--- src/rtl/debounced_counter_pkg.sv ---
// Shared types and constants for the debounced up/down counter and its button channels.
// Optional feature macro used by the including files: DEBOUNCED_COUNTER_AUTOREPEAT_EN.
package debounced_counter_pkg;

    typedef enum logic [1:0] {
        ST_LOW       = 2'd0,
        ST_WAIT_HIGH = 2'd1,
        ST_HIGH      = 2'd2,
        ST_WAIT_LOW  = 2'd3
    } debounce_state_t;

    localparam int CH_UP    = 0;
    localparam int CH_DOWN  = 1;
    localparam int CH_CLEAR = 2;
    localparam int NUM_CH   = 3;

    // Bits needed to hold the values 0 .. n-1 (never less than one bit).
    function automatic int unsigned cnt_width(input int unsigned n);
        if (n <= 32'd2) begin
            return 32'd1;
        end else begin
            return unsigned'($clog2(n));
        end
    endfunction

endpackage

--- src/rtl/debounce_channel.sv ---
// One pushbutton channel: synchroniser, four-state debounce FSM and registered press strobe.
// With DEBOUNCED_COUNTER_AUTOREPEAT_EN defined, a held press also emits repeat strobes.
module debounce_channel
    import debounced_counter_pkg::*;
#(
    parameter int DEBOUNCE_CYCLES = 100000,
    parameter int SYNC_STAGES     = 2
`ifdef DEBOUNCED_COUNTER_AUTOREPEAT_EN
    ,
    parameter bit REPEAT_EN       = 1'b1,
    parameter int REPEAT_DELAY    = 50_000_000,
    parameter int REPEAT_PERIOD   = 10_000_000
`endif
) (
    input  logic clk,
    input  logic rst,
    input  logic btn,
    output logic strobe
);

    localparam int CW = cnt_width(DEBOUNCE_CYCLES);
    localparam logic [CW-1:0] CNT_LAST = CW'(DEBOUNCE_CYCLES - 1);
    localparam logic [CW-1:0] CNT_ZERO = {CW{1'b0}};

    logic [SYNC_STAGES-1:0] sync_r;
    logic                   sync_s;
    debounce_state_t        state_r;
    debounce_state_t        next_state_s;
    logic [CW-1:0]          cnt_r;
    logic [CW-1:0]          cnt_next_s;
    logic                   rise_s;
    logic                   repeat_fire_s;
    logic                   strobe_r;

    assign sync_s = sync_r[SYNC_STAGES-1];

    // Synchroniser chain for the asynchronous pin.
    always_ff @(posedge clk) begin
        if (rst) begin
            sync_r <= {SYNC_STAGES{1'b0}};
        end else begin
            sync_r <= {sync_r[SYNC_STAGES-2:0], btn};
        end
    end

    // Debounce state and stability counter.
    always_ff @(posedge clk) begin
        if (rst) begin
            state_r <= ST_LOW;
            cnt_r   <= CNT_ZERO;
        end else begin
            state_r <= next_state_s;
            cnt_r   <= cnt_next_s;
        end
    end

    // Next state: a wait state counts stable cycles and falls back on any bounce.
    always_comb begin
        next_state_s = state_r;
        cnt_next_s   = CNT_ZERO;
        case (state_r)
            ST_LOW: begin
                if (sync_s) begin
                    next_state_s = ST_WAIT_HIGH;
                end else begin
                    next_state_s = ST_LOW;
                end
            end
            ST_WAIT_HIGH: begin
                if (!sync_s) begin
                    next_state_s = ST_LOW;
                end else if (cnt_r == CNT_LAST) begin
                    next_state_s = ST_HIGH;
                end else begin
                    cnt_next_s = cnt_r + CW'(1);
                end
            end
            ST_HIGH: begin
                if (!sync_s) begin
                    next_state_s = ST_WAIT_LOW;
                end else begin
                    next_state_s = ST_HIGH;
                end
            end
            ST_WAIT_LOW: begin
                if (sync_s) begin
                    next_state_s = ST_HIGH;
                end else if (cnt_r == CNT_LAST) begin
                    next_state_s = ST_LOW;
                end else begin
                    cnt_next_s = cnt_r + CW'(1);
                end
            end
            default: begin
                next_state_s = ST_LOW;
            end
        endcase
    end

`ifdef DEBOUNCED_COUNTER_AUTOREPEAT_EN
    logic level_s;
`endif

    // FSM outputs: the accepted-press event and (optionally) the debounced level.
    always_comb begin
        rise_s = 1'b0;
`ifdef DEBOUNCED_COUNTER_AUTOREPEAT_EN
        level_s = 1'b0;
`endif
        case (state_r)
            ST_WAIT_HIGH: begin
                rise_s = sync_s && (cnt_r == CNT_LAST);
            end
`ifdef DEBOUNCED_COUNTER_AUTOREPEAT_EN
            ST_HIGH, ST_WAIT_LOW: begin
                level_s = 1'b1;
            end
`endif
            default: begin
                rise_s = 1'b0;
            end
        endcase
    end

`ifdef DEBOUNCED_COUNTER_AUTOREPEAT_EN
    localparam int RMAX = (REPEAT_DELAY > REPEAT_PERIOD) ? REPEAT_DELAY : REPEAT_PERIOD;
    localparam int RW   = cnt_width(RMAX);

    logic [RW-1:0] rep_r;
    logic [RW-1:0] rep_next_s;

    // Repeat timer counts down to the next repeat; it is armed by the press event.
    always_comb begin
        rep_next_s    = {RW{1'b0}};
        repeat_fire_s = 1'b0;
        if (REPEAT_EN && level_s) begin
            if (rep_r == {RW{1'b0}}) begin
                repeat_fire_s = 1'b1;
                rep_next_s    = RW'(REPEAT_PERIOD - 1);
            end else begin
                rep_next_s    = rep_r - RW'(1);
            end
        end else if (REPEAT_EN && rise_s) begin
            rep_next_s = RW'(REPEAT_DELAY - 1);
        end else begin
            rep_next_s = {RW{1'b0}};
        end
    end

    // Repeat timer register.
    always_ff @(posedge clk) begin
        if (rst) begin
            rep_r <= {RW{1'b0}};
        end else begin
            rep_r <= rep_next_s;
        end
    end
`else
    assign repeat_fire_s = 1'b0;
`endif

    // Registered strobe, high for the single cycle following the event.
    always_ff @(posedge clk) begin
        if (rst) begin
            strobe_r <= 1'b0;
        end else begin
            strobe_r <= rise_s | repeat_fire_s;
        end
    end

    assign strobe = strobe_r;

endmodule

--- src/rtl/debounced_updown_counter.sv ---
// Three debounced button channels driving a wrap/saturate up/down counter and an LED bus.
// Optional auto-repeat on up/down: define DEBOUNCED_COUNTER_AUTOREPEAT_EN.
module debounced_updown_counter
    import debounced_counter_pkg::*;
#(
    parameter int WIDTH           = 6,
    parameter int DEBOUNCE_CYCLES = 100000,
    parameter int SYNC_STAGES     = 2,
    parameter int SATURATE        = 0,
    parameter int LED_ACTIVE_LOW  = 1
`ifdef DEBOUNCED_COUNTER_AUTOREPEAT_EN
    ,
    parameter int REPEAT_DELAY    = 50_000_000,
    parameter int REPEAT_PERIOD   = 10_000_000
`endif
) (
    input  logic             clk,
    input  logic             rst,
    input  logic             btn_up,
    input  logic             btn_down,
    input  logic             btn_clear,
    output logic [WIDTH-1:0] count,
    output logic [WIDTH-1:0] leds,
    output logic             up_pulse,
    output logic             down_pulse,
    output logic             at_max,
    output logic             at_min
);

    localparam logic [WIDTH-1:0] CNT_MAX  = {WIDTH{1'b1}};
    localparam logic [WIDTH-1:0] CNT_ZERO = {WIDTH{1'b0}};
    localparam logic [WIDTH-1:0] CNT_ONE  = WIDTH'(1);

    logic [NUM_CH-1:0] btn_s;
    logic [NUM_CH-1:0] strobe_s;
    logic [WIDTH-1:0]  count_r;
    logic [WIDTH-1:0]  count_next_s;

    assign btn_s[CH_UP]    = btn_up;
    assign btn_s[CH_DOWN]  = btn_down;
    assign btn_s[CH_CLEAR] = btn_clear;

    for (genvar ch = 0; ch < NUM_CH; ch++) begin : g_ch
        debounce_channel #(
            .DEBOUNCE_CYCLES (DEBOUNCE_CYCLES),
            .SYNC_STAGES     (SYNC_STAGES)
`ifdef DEBOUNCED_COUNTER_AUTOREPEAT_EN
            ,
            .REPEAT_EN       (ch != CH_CLEAR),
            .REPEAT_DELAY    (REPEAT_DELAY),
            .REPEAT_PERIOD   (REPEAT_PERIOD)
`endif
        ) u_channel (
            .clk    (clk),
            .rst    (rst),
            .btn    (btn_s[ch]),
            .strobe (strobe_s[ch])
        );
    end

    // Counter update: clear wins, simultaneous up+down cancel, then up, then down.
    always_comb begin
        count_next_s = count_r;
        if (strobe_s[CH_CLEAR]) begin
            count_next_s = CNT_ZERO;
        end else if (strobe_s[CH_UP] && strobe_s[CH_DOWN]) begin
            count_next_s = count_r;
        end else if (strobe_s[CH_UP]) begin
            if ((SATURATE != 0) && (count_r == CNT_MAX)) begin
                count_next_s = count_r;
            end else begin
                count_next_s = count_r + CNT_ONE;
            end
        end else if (strobe_s[CH_DOWN]) begin
            if ((SATURATE != 0) && (count_r == CNT_ZERO)) begin
                count_next_s = count_r;
            end else begin
                count_next_s = count_r - CNT_ONE;
            end
        end else begin
            count_next_s = count_r;
        end
    end

    // Counter register.
    always_ff @(posedge clk) begin
        if (rst) begin
            count_r <= CNT_ZERO;
        end else begin
            count_r <= count_next_s;
        end
    end

    assign count      = count_r;
    assign leds       = (LED_ACTIVE_LOW != 0) ? ~count_r : count_r;
    assign up_pulse   = strobe_s[CH_UP];
    assign down_pulse = strobe_s[CH_DOWN];
    assign at_max     = (count_r == CNT_MAX);
    assign at_min     = (count_r == CNT_ZERO);

endmodule

--- config.mk ---
export PLATFORM = sky130hd
export DESIGN_NAME = debounced_updown_counter
export DESIGN_NICKNAME = d
export VERILOG_FILES = /design/src/rtl/debounced_counter_pkg.sv /design/src/rtl/debounce_channel.sv /design/src/rtl/debounced_updown_counter.sv
export SDC_FILE = /design/constraint.sdc
export NUM_CORES = 1
export LEC_CHECK = 0
export BUFFER_PORTS_ARGS = -buffer_cell sky130_fd_sc_hd__buf_4
export CORE_MARGIN = 1
export CORE_UTILIZATION = 64
export DETAILED_ROUTE_END_ITERATION = 10
export PLACE_DENSITY = 0.83
export SLEW_MARGIN = 0
export SYNTH_ARGS = -nofsm -noshare
export SYNTH_HDL_FRONTEND = slang
export SYNTH_HIERARCHICAL = 1
export SYNTH_SLANG_ARGS = --single-unit
--- constraint.sdc ---
create_clock -name clk -period 3.75 [get_ports clk]
set_input_delay 0.75 -clock clk [delete_from_list [all_inputs] [get_ports clk]]
set_output_delay 0.75 -clock clk [all_outputs]
set_load 0.03 [all_outputs]
==> flow_summary.ini <==
[floorplan]
core.rowCount = 25
chipWidth_um = 73.7
effective_utilization_at_floorplan_pct = 68.2
design.portCount = 21
dieHeight_um = 73.7
die-area_sq_um = 5420
floorplan.core_area_sq_um = 4820

[synthesis]
synth.top_cells.by_area = sky130_fd_sc_hd__dfxtp_1, sky130_fd_sc_hd__xnor2_1, sky130_fd_sc_hd__nor2_1, sky130_fd_sc_hd__nand4_1, sky130_fd_sc_hd__xor2_1
yosysSeqAreaShare_pct = 43.9
synth.net_count = 377
synth.most_common_cell = sky130_fd_sc_hd__dfxtp_1
syn-cell-area_sq_um = 3290
synthFlopType = sky130_fd_sc_hd__dfxtp_1
synth_largest_area_cell = sky130_fd_sc_hd__dfxtp_1
netlist-cell-type-count = 36
asyncSetResetFlopFracSynth_pct = 0
syn_inst = 364
synth_top_area_share_pct = 43.9
number_of_enable_flip_flop_cells_after_synthesis = 0
syn_avg_cell_area_sq_um = 9.03
yosys_register_bits = 72
yosysWarnings = 6
ys_top_cells_by_count = sky130_fd_sc_hd__dfxtp_1, sky130_fd_sc_hd__nor2_1, sky130_fd_sc_hd__xnor2_1

[clock_tree]
insertion_delay_of_the_later_clocked_pin_in_the_worst_skew_pair_ns = 0.35
clk_pin_slew_ns = 0.07
cts_hold_buf = 0
tritoncts = done
cts_made_buffers = 9
postCtsSetupBuffers = 0
tritoncts_num_sinks = 72
post_cts_resized = 0
h_tree_depth = 3
clock_tree.buffer_depth = 2
buffer_type_at_the_clock_tree_root = sky130_fd_sc_hd__clkbuf_8

[route]
maxUsedRoutingLayer = met4
detailroute.wirelength.met3_um = 245
routedWlPerCell_um = 13.3
wl_met2_um = 2980
num_vias = 2614
via_per_inst = 5.65
detail_route.drc_violations = 0
dr.pass1.iters = 4
wirelength_um = 6140
m1WireLength_um = 2810
drt_first_iter_violations = 129
drt.antenna.violating_nets = 0

[power_and_ir_drop]
power_report.internal_total_mw = 1.17
share_seq_of_total_power_pct = 53.1
switching_power_mw = 0.283
p_leak_nw = 1.19
power.total_mw = 1.45
clock_power_share_pct = 45.9
cellPowerDensity_nw_per_um2 = 391
swShare_pct = 19.5
combPwrFrac_pct = 0.9
peakVddDrop_uv = 265

[layout]
antenna_cells = 0
nNetsFinal = 404
post_route_cells_drive_above_1_share_pct = 12.4
post_layout_nonfiller_instances = 463
area_growth_syn_to_layout_pct = 12.8

[sta]
clock_skew_ns = 0.00883
post-route-period-util_pct = 54.7
timing.final.hold_violations = 0
timing.final.setup_violations = 0
tightestPinTransition_ns = 0.663
shortest_clock_period_the_worst_path_allows_after_layout_ns = 2.05
timing.max_slew.rel_slack_pct = 55.7
slew_viol_final = 0
unrepaired_setup_endpoints_after_global_routing = no
clock.fmax_mhz = 487
final.setup.tns_ns = 0

[hold_path]
hp-start = g_ch[1].u_channel/sync_r[0]
min-delay-path-class = reg2reg

[worst_setup_path]
critical_path.max_stage_delay_ns = 0.46
cp.required_ns = 3.00
startpoint_type = register
setup.worst_path.end_class = primary output
arrival_ns = 1.30
crit_type = reg2out
cp_max_fo = 6
timing.rr.start = g_ch[2].u_channel/cnt_r[0]
worstSetupStartpoint = count[0]
slowest_stage = sky130_fd_sc_hd__dfxtp_1
path_cells = inv_1 -> nor3_1 -> buf_4

[global_route]
grt_remaining_overflow = 0
grt_start_max_net_pins = 18
grt_first_pass_wirelength_um = 10300
grt_antenna_before_repair = 0
globalRouteTotalUtil_pct = 25.5
grt_pass1_vias = 2347

[outcome]
outcome = complete, no violations

[place]
placed_cells_incl_taps = 447
placement.io_buffers = 20
gp_congestion = 0.871
place_hpwl_um = 4230

[run]
timing.max_cap.violations = 0
==> cell usage in the layout, fill, tap and decap left out, types with 7 or more instances in the layout <==
master,n
sky130_fd_sc_hd__nor4b_1,9
sky130_fd_sc_hd__nor2_1,58
sky130_fd_sc_hd__dfxtp_1,72
sky130_fd_sc_hd__buf_4,20
sky130_fd_sc_hd__ha_1,7
sky130_fd_sc_hd__xnor2_1,33
sky130_fd_sc_hd__nand4_1,20
sky130_fd_sc_hd__nor3_1,13
sky130_fd_sc_hd__xor2_1,13
sky130_fd_sc_hd__inv_1,19
sky130_fd_sc_hd__a21oi_1,10
sky130_fd_sc_hd__nor4_1,12
sky130_fd_sc_hd__nand3_1,19
sky130_fd_sc_hd__clkbuf_8,10
sky130_fd_sc_hd__nand2_1,18
==> stage by stage <==
step           area [sq um]  utilization [%]  setup WS [ns]  hold slack (ns)
2_1_floorplan          3290                -           1.39            0.414
3_3_place_gp           3490             72.5           1.82            0.418
3_5_place_dp           3490             72.5           1.79            0.436
4_1_cts                3710             77.0           1.70            0.447
5_1_grt                3710             77.0           1.62            0.457
6_report               3710             77.0           1.70            0.442
==> power groups by stage <==
| stage | Combinational (mW) | Clock [mW] | Sequential [mW] |
|---|---|---|---|
| 2_1_floorplan | 0.00804 | 0 | 0.788 |
| 3_3_place_gp | 0.0133 | 0 | 0.788 |
| 3_5_place_dp | 0.0138 | 0 | 0.788 |
| 4_1_cts | 0.0138 | 0.674 | 0.771 |
| 5_1_grt | 0.0155 | 0.708 | 0.771 |
| 6_report | 0.0137 | 0.666 | 0.771 |
==> worst paths after layout <==
path / endpoint / slack [ns] / cells after the start
max: at_max / 1.70 / 3
min: g_ch[1].u_channel/sync_r[1] / 0.44 / 1
max reg2reg: g_ch[2].u_channel/cnt_r[3] / 1.89 / 5
min reg2reg: g_ch[1].u_channel/sync_r[1] / 0.44 / 1
==> layer usage <==
layer | vias up | track usage [%]
li1 | 1331 | -
met1 | 1224 | 30.9
met2 | 51 | 42.2
met3 | 8 | 7.82
met4 | 0 | 10.5
met5 | - | 0
==> layout make-up <==
type / count / area [sq um]
Fill cell: 369 / 1110
Clock inverter: 3 / 65.1
Timing Repair Buffer: 20 / 150
Multi-Input combinational cell: 269 / 1750
Inverter: 19 / 71.3
Tap cell: 67 / 83.8
Sequential cell: 72 / 1440
Clock buffer: 13 / 149
==> cell families (layout without fill, tap and decap cells) <==
group | Yosys count | in the layout | synth area share (%)
buffers and inverters | 23 | 55 | 2.97
adder cells (fa/ha/maj) | 8 | 8 | 3.27
flip-flops | 72 | 72 | 43.9
AO/OA/AOI/OAI | 24 | 24 | 4.34
AND/OR/NAND/NOR | 191 | 191 | 33.3
XOR/XNOR | 46 | 46 | 12.3
==> registers in the layout (all words and copies together), names as in the netlist, named ones only <==
signal                  flops
g_ch.u_channel/strobe       3
count                       6
g_ch.u_channel/sync_r       6
g_ch.u_channel/state_r      3
g_ch.u_channel/cnt_r       51
==> critical path, delay by kind of cell, from the launching register on <==
| kind | cells | cell delay (ns) |
|---|---|---|
| buf+inv | 2 | 0.32 |
| flops | 1 | 0.46 |
| simple gates | 1 | 0.18 |
(Power assumes the default switching activity.)
